--- config.mk ---
export PLATFORM = sky130hd
export DESIGN_NAME = mult_cdb_buffer
export DESIGN_NICKNAME = d
export VERILOG_FILES = /design/src/rtl/mult_cdb_buffer.sv
export SDC_FILE = /design/constraint.sdc
export NUM_CORES = 1
export LEC_CHECK = 0
export ABC_AREA = 0
export CAP_MARGIN = 20
export CORE_MARGIN = 4
export CORE_UTILIZATION = 30
export CTS_BUF_LIST = sky130_fd_sc_hd__clkbuf_16
export DETAILED_ROUTE_END_ITERATION = 10
export PLACE_DENSITY_LB_ADDON = 0.15
export SLEW_MARGIN = 15
export SYNTH_ARGS = -nofsm -noshare
export SYNTH_HDL_FRONTEND = slang
export SYNTH_SLANG_ARGS = --single-unit
--- constraint.sdc ---
create_clock -name clock -period 6.5 [get_ports clock]
set_clock_uncertainty 0.2 [all_clocks]
set_input_delay 0.65 -clock clock [delete_from_list [all_inputs] [get_ports clock]]
set_output_delay 0.65 -clock clock [all_outputs]
set_load 0.02 [all_outputs]
--- src/rtl/mult_cdb_buffer.sv ---
// mult_cdb_buffer: multiplier result FIFO, op delay line and CDB request; define MULT_CDB_BYPASS_EN for same-cycle bypass
package common;
  localparam int ROB_WIDTH = 4;
  localparam int PRF_WIDTH = 6;
endpackage

module mult_cdb_buffer
  import common::*;
#(
  parameter int XLEN      = 32,
  parameter int NUM_STAGE = 4,
  parameter int DEPTH     = 4
) (
  input  logic                      clock,
  input  logic                      reset,
  input  logic                      issue_start,
  input  logic                      issue_hi_sel,
  input  logic [ROB_WIDTH:0]        issue_rob_id,
  output logic                      credit_ok,
  input  logic                      mult_done,
  input  logic                      mult_valid,
  input  logic [2*XLEN-1:0]         mult_product,
  input  logic [ROB_WIDTH:0]        mult_rob_id,
  input  logic [PRF_WIDTH-1:0]      mult_prf_id,
  input  logic                      flush_valid,
  input  logic [ROB_WIDTH:0]        flush_robid,
  output logic                      cdb_req,
  input  logic                      cdb_grant,
  output logic [XLEN-1:0]           cdb_data,
  output logic [ROB_WIDTH:0]        cdb_rob_id,
  output logic [PRF_WIDTH-1:0]      cdb_prf_id,
  output logic [$clog2(DEPTH):0]    count
);
  localparam int RW = ROB_WIDTH + 1;
  localparam int AW = $clog2(DEPTH);
  localparam int CW = AW + 1;
  localparam int SW = $clog2(DEPTH + NUM_STAGE) + 1;
  localparam int L  = NUM_STAGE - 1;

  function automatic logic younger(input logic [RW-1:0] x, input logic [RW-1:0] f);
    return x[RW-1] ^ f[RW-1] ^ (x[RW-2:0] > f[RW-2:0]);
  endfunction

  logic [NUM_STAGE-1:0] r_dl_v, r_dl_hi, w_dl_v_in;
  logic [RW-1:0]        r_dl_rob [NUM_STAGE];
  logic [RW-1:0]        w_dl_rob_in [NUM_STAGE];
  logic [SW-1:0]        w_inflight;

  logic [DEPTH-1:0]     r_v;
  logic [XLEN-1:0]      r_data [DEPTH];
  logic [RW-1:0]        r_rob [DEPTH];
  logic [PRF_WIDTH-1:0] r_prf [DEPTH];
  logic [AW-1:0]        r_rd, r_wr;
  logic [CW-1:0]        r_count;

  logic            w_cap, w_byp, w_head_req, w_push, w_pop, w_full, w_wr_ok;
  logic [XLEN-1:0] w_sel;

  assign w_dl_v_in = {r_dl_v[NUM_STAGE-2:0], issue_start};

  always_comb begin
    w_dl_rob_in[0] = issue_rob_id;
    for (int i = 1; i < NUM_STAGE; i++) w_dl_rob_in[i] = r_dl_rob[i-1];
  end

  always_ff @(posedge clock) begin
    r_dl_rob <= w_dl_rob_in;
    r_dl_hi  <= {r_dl_hi[NUM_STAGE-2:0], issue_hi_sel};
    if (reset) r_dl_v <= '0;
    else
      for (int i = 0; i < NUM_STAGE; i++)
        r_dl_v[i] <= w_dl_v_in[i] & ~(flush_valid & younger(w_dl_rob_in[i], flush_robid));
  end

  // Killed FIFO entries still hold a slot until dropped, so they stay in the credit sum.
  assign w_inflight = SW'($countones(r_dl_v));
  assign credit_ok  = (SW'(r_count) + w_inflight) < SW'(DEPTH);
  assign count      = r_count;

  assign w_cap      = r_dl_v[L] & mult_done & mult_valid & ~(flush_valid & younger(mult_rob_id, flush_robid));
  assign w_sel      = r_dl_hi[L] ? mult_product[2*XLEN-1:XLEN] : mult_product[XLEN-1:0];
  assign w_head_req = r_v[r_rd] & ~(flush_valid & younger(r_rob[r_rd], flush_robid));
`ifdef MULT_CDB_BYPASS_EN
  assign w_byp = w_cap & ~|r_v;
`else
  assign w_byp = 1'b0;
`endif

  assign cdb_req    = w_head_req | w_byp;
  assign cdb_data   = w_byp ? w_sel       : w_head_req ? r_data[r_rd] : '0;
  assign cdb_rob_id = w_byp ? mult_rob_id : w_head_req ? r_rob[r_rd]  : '0;
  assign cdb_prf_id = w_byp ? mult_prf_id : w_head_req ? r_prf[r_rd]  : '0;

  assign w_push  = w_cap & ~(w_byp & cdb_grant);
  assign w_pop   = (r_count != '0) & (~r_v[r_rd] | (w_head_req & cdb_grant));
  assign w_full  = r_count == CW'(DEPTH);
  assign w_wr_ok = w_push & (~w_full | w_pop);

  always_ff @(posedge clock) begin
    if (w_wr_ok) begin
      r_data[r_wr] <= w_sel;
      r_rob[r_wr]  <= mult_rob_id;
      r_prf[r_wr]  <= mult_prf_id;
    end
    if (reset) begin
      r_v     <= '0;
      r_rd    <= '0;
      r_wr    <= '0;
      r_count <= '0;
    end else begin
      for (int i = 0; i < DEPTH; i++)
        if (flush_valid & younger(r_rob[i], flush_robid)) r_v[i] <= 1'b0;
      if (w_pop) begin
        r_v[r_rd] <= 1'b0;
        r_rd      <= r_rd + AW'(1);
      end
      if (w_wr_ok) begin
        r_v[r_wr] <= 1'b1;
        r_wr      <= r_wr + AW'(1);
      end
      r_count <= r_count + CW'(w_wr_ok) - CW'(w_pop);
    end
  end

  a_credit: assert property (@(posedge clock) disable iff (reset) issue_start |-> credit_ok);
  a_align: assert property (@(posedge clock) disable iff (reset)
    r_dl_v[L] |-> (mult_done && mult_valid && mult_rob_id == r_dl_rob[L]));
  a_overflow: assert property (@(posedge clock) disable iff (reset) !(w_push && w_full && !w_pop));
endmodule

==> reports/results.ini, run 1 <==
[run_status]
status = complete, no violations

[route]
via_per_inst = 4.681
drc = 0
num_vias = 5308
ant_nets = 0
routed_wire_length_per_instance_um = 19.10
wl_um = 21650
first_iter_violations = 255
drtPass1Iterations = 4

[synthesis]
yosysTopAreaCell = edfxtp_1
synth.most_common_cell = edfxtp_1
yosys_most_used_dff = edfxtp_1
ys_warn_count = 0
netlist.area_leader.share_pct = 55.71
syn_avg_cell_area_um2 = 16.18
ys_ff_latch = 208
synth_nets = 720
syn_area_um2 = 9271
yosysSeqAreaShare_pct = 63.48
syn_inst = 573
async_reset_ff_share_pct = 0
synth_cell_types = 40
synthTopCellsByCount = edfxtp_1, ha_1, and3_1
synth.area.top_cells = edfxtp_1, mux4_2, dfxtp_1, ha_1, mux2_2
synth_enable_flop_cells = 172

[pwr]
peakVddDrop_uv = 157.9
p_switching_mw = 0.9550
seqPwrFrac_pct = 41.4
p_int_mw = 2.842
swShare_pct = 25.15
p_leak_nw = 4.302
comb_power_share_pct = 18.9
p_clk_share_pct = 39.8
power_density_nw_per_um2 = 315.7

[timing]
finalCritPeriodShare_pct = 84.46
rsz0062_at_grt = no
finalHoldViolCount = 0
tightest_slew_ns = 0.9629
min_period_ns = 5.490
hold_ws_ns = 0.1275
maxSlewViolCount = 0
clock.fmax_mhz = 182.2
finalSetupViolations = 0
fin_tns_setup_ns = 0
slew_headroom_pct = 35.81

[worst_setup_path]
critPathArrivalTime_ns = 4.64
worstPathMaxFanout = 28
cp-end-kind = primary output
crit_required_ns = 5.65
path_class = register to primary output
cp-start-kind = register

[global_routing]
grt_max_degree = 45
grt_overflow = 0
grt_pass1_wl_um = 33080
antenna_found_initial = 0
grt_pass1_vias = 5827
gr-usage-all-layers_pct = 12.63

[floorplan]
die_area_um2 = 33780
io_pins = 141
start_util_pct = 30.39
die_h_um = 183.8
coreArea_um2 = 30510
rows = 64
die-width_um = 183.8

[cts]
cts_tree = built
root_buffer = clkbuf_16
cts_setup_buffers = 0
cts.sinks = 208
h-tree-depth = 1
hold_buffers = 0
path_clk_slew_ns = 0.07
cts_resized = 0
clk_latency_ns = 0.51
clockBufferDepth = 3
cts_buffers = 24

[final_layout]
register_area_um2 = 5891
area_growth_pct = 29.72
nets = 867
fillCellCount = 2764
final_util_pct = 39.42
drive_above_1_share_pct = 18.43
num_antenna_cells = 0
multi_input_area_um2 = 3149

[worst_hold_path]
hp-class = register to register

[place]
gp_congestion = 0.7521
port_buffers = 140
hpwl_um = 14260

[job]
cap_violations = 0

critical path, cell delays in order (launching register included):
cell,delay [ns]
dfxtp_4,0.73
mux4_2,0.59
ha_1,0.30
nor2b_1,0.13
o211ai_1,0.16
a21oi_1,0.13
xnor2_2,0.17
nand2_1,0.66
buf_4,0.39
and3_1,0.22
clkdlybuf4s50_1,0.63
path summary, 6_finish.rpt:
kind,startpoint,to,slack [ns],depth (start not counted)
max,register,cdb_rob_id[1],1.01,10
max reg2reg,register,r_data[1][12],2.07,10
min,r_dl_hi[2],r_dl_hi[3],0.13,0
min reg2reg,r_dl_hi[2],r_dl_hi[3],0.13,0
cells by family (layout without fill, tap and decap cells):
family	count (synthesis)	in the layout	synth area share (%)
AND/OR/NAND/NOR	94	94	5.681
XOR/XNOR	20	20	2.051
buffers and inverters	59	224	2.605
multiplexers	80	80	14.98
flip-flops	208	208	63.48
AO/OA/AOI/OAI	58	58	3.752
adder cells (fa/ha/maj)	54	54	7.449
sequential cells by signal, indices dropped and copies added, names as in the netlist, named ones only:
| register | count |
|---|---|
| r_data | 128 |
| r_dl_v | 4 |
| r_rob | 20 |
| r_prf | 24 |
| count | 3 |
| r_wr | 2 |
| r_dl_rob | 15 |
| r_v | 4 |
| r_dl_hi | 4 |
| r_rd | 2 |
placed cells by master, fill, tap and decap left out, types with 17 or more instances in the layout:
cell type        count
xnor2_1             17
clkbuf_16           25
inv_1               32
and3_1              44
clkdlybuf4s50_1    140
dfxtp_1             34
a21oi_1             25
ha_1                52
mux2_2              32
edfxtp_1           172
mux4_2              43
layout make-up:
| type | instances | share of cell area [%] |
|---|---|---|
| Timing Repair Buffer | 148 | 12.15 |
| Multi-Input combinational cell | 306 | 26.19 |
| Inverter | 32 | 0.9988 |
| Clock buffer | 25 | 5.202 |
| Clock inverter | 19 | 2.362 |
| Tap cell | 396 | 4.120 |
| Sequential cell | 208 | 48.98 |
power by group through the flow:
stage          registers (mW)  logic (mW)  clock network (mW)
4_1_cts                  1.58       0.732                1.55
6_report                 1.57       0.717                1.51
3_3_place_gp             1.60       0.717                   0
3_5_place_dp             1.61       0.728                   0
5_1_grt                  1.59       0.789                1.61
2_1_floorplan            1.53       0.562                   0
per-stage QoR:
step | instance area, um2 | instances | total power, mW | setup WS (ns)
6_report | 12030 | 1134 | 3.797 | 1.010
3_5_place_dp | 11120 | 1090 | 2.336 | 1.385
2_1_floorplan | 9271 | 573 | 2.095 | 2.340
5_1_grt | 12030 | 1134 | 3.986 | 0.7117
3_3_place_gp | 11120 | 1090 | 2.321 | 1.401
4_1_cts | 12030 | 1134 | 3.866 | 0.8767
layer usage:
layer / part of all wire [%] / global-route usage [%]
met1: 44 / 16.70
met2: 48 / 21.58
met3: 5.6 / 2.434
met4: 2.0 / 3.076
met5: 0 / 0
Note: power is estimated with default switching activity, not from simulation.
==> inputs of run 2 (changes only) <==
clock period = 4.6 ns   (was 6.5 ns; I/O delays follow)
==> run 2 against run 1 <==
Compared with the run above: power increased by 30%; sequential share of layout area grew 0.56 points; critical endpoint is now cdb_data[19]; largest power group unchanged; worst setup slack worse by 0.73 ns.
==> reports/results.ini, run 2 (synthesized netlist as in run 1, its figures left out) <==
[final_layout]
final_common_cell = edfxtp_1
multi_input_area_um2 = 3149
finalNonFillerCells = 1137
reg_top3 = r_data x128, r_prf x24, r_rob x20
area_growth_pct = 28.31
drive_above_1_share_pct = 16.87
fillCellCount = 2829
num_antenna_cells = 0
nets = 870
largest_register = r_data
register_area_um2 = 5893
largest_reg_flops = 128
final_cell_mix = edfxtp_1, clkdlybuf4s50_1, ha_1

[route]
ant_nets = 0
wl_met2_um = 10750
wl_met3_um = 1120
highest_layer = met4
met1Wirelength_um = 9517
drc = 0
drtPass1Iterations = 6
num_vias = 5416
wl_um = 21880
first_iter_violations = 289
routed_wire_length_per_instance_um = 19.24
via_per_inst = 4.763

[place]
hpwl_um = 14230
port_buffers = 140
place_inst = 1093
gp_congestion = 0.7975

[timing]
finalHoldViolCount = 0
maxSlewViolCount = 0
rsz0062_at_grt = no
fin_tns_setup_ns = 0
clock.fmax_mhz = 231.4
finalCritPeriodShare_pct = 93.96
finalSetupViolations = 0
tightest_slew_ns = 0.8679
min_period_ns = 4.322
slew_headroom_pct = 42.14

[global_routing]
gr-usage-all-layers_pct = 12.79
antenna_found_initial = 0
grt_pass1_vias = 5941
grt_max_degree = 45
grt_pass1_wl_um = 33780
grt_overflow = 0

[worst_setup_path]
crit_required_ns = 3.94
cp-start-kind = register
worstPathMaxFanout = 26
cp-end-kind = primary output
critPathArrivalTime_ns = 3.66
path_class = register to primary output

[pwr]
p_leak_nw = 4.287
power_density_nw_per_um2 = 414.1
peakVddDrop_uv = 186.0

[floorplan]
coreArea_um2 = 30510
io_pins = 141
start_util_pct = 30.39
rows = 64
die_h_um = 183.8
die-width_um = 183.8
die_area_um2 = 33780

[cts]
cts_buffers = 24
cts.sinks = 208
root_buffer = clkbuf_16
clk_latency_ns = 0.50
path_clk_slew_ns = 0.05
clockBufferDepth = 3
hold_buffers = 0
cts_tree = built
h-tree-depth = 1
cts_setup_buffers = 0

[worst_hold_path]
hp-class = register to register

[run_status]
status = complete, no violations

[job]
cap_violations = 0

run 2: cell count changes in the layout (fill, tap and decap cells not counted), sizes merged:
cell,change
buf,+3
bufinv,-7
clkinvlp,-5
inv,+12
run 2: worst max-delay path, cell delays in order (launching register included):
cell             delay, ns
dfxtp_4               0.40
mux4_2                0.57
ha_1                  0.33
and4_1                0.21
a21oi_1               0.22
xnor2_2               0.12
nand2_1               0.10
buf_4                 0.31
and3_1                0.26
clkdlybuf4s50_1       0.63
run 2: through the flow:
step	worst slack, ns	utilization [%]	power, mW	area (um2)	hold WS (ns)
6_report	0.2779	38.99	4.926	11900	0.1245
5_1_grt	0.01862	38.99	5.211	11900	0.1322
4_1_cts	0.03705	38.97	5.016	11890	0.1254
3_5_place_dp	0.4779	36.68	3.320	11190	0.1121
3_3_place_gp	0.5471	36.68	3.301	11190	0.1196
2_1_floorplan	0.4400	-	2.961	9271	0.1096
run 2: layer usage:
metal	vias to the layer above	track usage (%)
li1	2520	-
met1	2712	16.69
met2	147	21.84
met3	37	2.533
met4	0	3.549
met5	-	0
run 2: cell type report:
class / count / area share, %
inverters: 32 / 1.010
multi-input cells: 306 / 26.47
repair buffers: 151 / 12.93
flip-flops and latches: 208 / 49.54
well taps: 396 / 4.165
clock inverters: 19 / 0.6310
clock buffers: 25 / 5.259
run 2: path summary, 6_finish.rpt:
| kind | startpoint | end | slack (ns) | cells past startpoint |
|---|---|---|---|---|
| worst max-delay path | register | cdb_data[19] | 0.28 | 9 |
| worst min-delay path | r_dl_hi[1] | r_dl_hi[2] | 0.12 | 0 |
| worst max register to register | register | count[2] | 0.76 | 14 |
| worst min register to register | r_dl_hi[1] | r_dl_hi[2] | 0.12 | 0 |
run 2: timing repair:
action                                  in CTS  in global routing
resized for setup                            0                  2
endpoints found under the hold margin        0                  0
endpoints found under the setup margin       0                 19
run 2: where the power goes:
| group | switching (mW) | internal [mW] | total, mW |
|---|---|---|---|
| logic | 0.532 | 0.561 | 1.09 |
| clock network | 0.699 | 0.970 | 1.67 |
| registers | 0.0742 | 2.09 | 2.17 |
==> inputs of run 3 (changes only) <==
DONT_BUFFER_PORTS = 1   (was not set)
==> run 3 against run 2 <==
Compared with the run above: worst hold slack got worse by 0.094 ns; via count fell by 6.9%; register-to-register slack got worse by 0.25 ns; utilization fell by 3.2 points; first-iteration DRC count fell by 30%; flip-flop and latch count did not move; clock power rose by 5%; worst setup slack improved by 0.028 ns; fmax rose by 0.66%; cell area fell by 8.2%.
==> reports/results.ini, run 3 (synthesized netlist as in run 1, its figures left out) <==
[run_status]
status = complete, no violations

[timing]
slew_headroom_pct = 38.50
hold_ws_ns = 0.03038
finalCritPeriodShare_pct = 93.34
maxSlewViolCount = 0
rsz0062_at_grt = no
finalHoldViolCount = 0
clock.fmax_mhz = 232.9
tightest_slew_ns = 0.9225
finalSetupViolations = 0
fin_tns_setup_ns = 0
min_period_ns = 4.294

[worst_hold_path]
min_from = mult_product[12]
hold_end = r_data[2][12]
min_path_cells = 1
hp-class = primary input to register

[place]
port_buffers = 0
hpwl_um = 13630
gp_congestion = 0.7885
placed_area_um2 = 9796

[route]
drc = 0
via_per_inst = 4.864
first_iter_violations = 203
drtPass1Iterations = 4
num_vias = 5044
ant_nets = 0
routed_wire_length_per_instance_um = 21.18
wl_um = 21970

[global_routing]
grt_util_met2_pct = 22.42
antenna_found_initial = 0
met3_usage_pct = 3.700
gr-usage-all-layers_pct = 12.67
met1_usage_pct = 15.20
gr-max-usage-layer = met2
grt_pass1_vias = 5508
grt_pass1_wl_um = 32640
grt_overflow = 0
grt_max_degree = 45

[cts]
cts_tree = built
root_buffer = clkbuf_16
cts_buffers = 25
h-tree-depth = 1
clockBufferDepth = 3
path_clk_slew_ns = 0.05
cts_setup_buffers = 0
cts.sinks = 208
clk_latency_ns = 0.51

[final_layout]
area_growth_pct = 17.84
drive_above_1_share_pct = 20.12
reg_top3 = r_data x128, r_prf x24, r_rob x20
fillCellCount = 2885
multi_input_area_um2 = 3149
largest_reg_flops = 128
final_area_um2 = 10930
largest_register = r_data
register_area_um2 = 5891
final_cell_mix = edfxtp_1, ha_1, and3_1
num_antenna_cells = 0
final_common_cell = edfxtp_1
nets = 771

[floorplan]
start_util_pct = 30.39
die_h_um = 183.8
coreArea_um2 = 30510
io_pins = 141
die_area_um2 = 33780
die-width_um = 183.8
rows = 64

[worst_setup_path]
worstPathMaxFanout = 42
reg2reg_slack_ns = 0.51
path_class = register to primary output
critPathMaxStageDelay_ns = 0.57
slowest_stage = dfxtp_4
r2r_end = count[2]
cp-start-kind = register
crit_chain = mux4_2 > ha_1 > nor2b_1 > o211ai_1 > a21oi_1 > xnor2_2 > nand2_1 > buf_6 > nand2_1 > nor2_1 > buf_4
reg2regPathDepth = 15
cp_common_cell = nand2_1
crit_required_ns = 3.94
cp-end-kind = primary output
critPathArrivalTime_ns = 3.63

[pwr]
swShare_pct = 26.66
p_switching_mw = 1.310
p_clk_share_pct = 35.9
comb_power_share_pct = 19.3
peakVddDrop_uv = 218.7
p_leak_nw = 3.933
power_density_nw_per_um2 = 449.8
seqPwrFrac_pct = 44.8
p_int_mw = 3.604

[job]
cap_violations = 0

run 3: worst max path at each step:
| stage | startpoint | endpoint | slack, ns |
|---|---|---|---|
| 2_1_floorplan | register | r_data[0][0] | 0.44 |
| 3_5_place_dp | register | count[2] | 0.50 |
| 6_report | register | cdb_rob_id[4] | 0.31 |
| 4_1_cts | register | cdb_rob_id[4] | 0.08 |
| 3_3_place_gp | register | count[2] | 0.56 |
| 5_1_grt | register | cdb_rob_id[4] | 0.04 |
run 3: layer usage:
metal  part of all wire (%)  vias to the layer above
li1                       -                     2325
met1                     40                     2542
met2                     50                      142
met3                    6.9                       35
met4                    2.1                        0
met5                      0                        -
run 3: worst max-delay path, delay by kind of cell, from the launching register on:
kind                     cells  cell delay (ns)
XOR/XNOR                     1             0.14
flip-flops                   1             0.57
AND/OR/NAND/NOR              4             0.67
multiplexers                 1             0.57
adder cells (fa/ha/maj)      1             0.30
buffers and inverters        2             0.50
AO/OA/AOI/OAI                2             0.37
run 3: cell type report:
class	count	area share, %
flip-flops and latches	208	53.92
clock buffers	25	5.726
clock inverters	19	1.008
repair buffers	51	4.890
well taps	396	4.535
inverters	32	1.099
multi-input cells	306	28.82
run 3: power by group through the flow:
| stage | clock, mW | combinational [mW] | sequential (mW) |
|---|---|---|---|
| 6_report | 1.76 | 0.950 | 2.20 |
| 5_1_grt | 1.91 | 1.05 | 2.22 |
| 4_1_cts | 1.83 | 0.971 | 2.21 |
| 2_1_floorplan | 0 | 0.794 | 2.17 |
| 3_5_place_dp | 0 | 0.933 | 2.25 |
| 3_3_place_gp | 0 | 0.911 | 2.24 |
run 3: metrics by stage:
stage	utilization (%)	setup slack, ns	power [mW]	std cells
floorplan	-	0.4400	2.961	573
global placement	32.11	0.5598	3.155	954
detailed placement	32.11	0.4976	3.179	954
CTS	35.80	0.08454	5.005	1037
global route	35.81	0.03715	5.174	1037
finish	35.81	0.3062	4.914	1037
run 3: repair_timing:
item,4_1_cts,5_1_grt
endpoints found under the setup margin,0,2
hold endpoints to repair,104,0
gates resized for setup,0,1
hold buffers,39,0
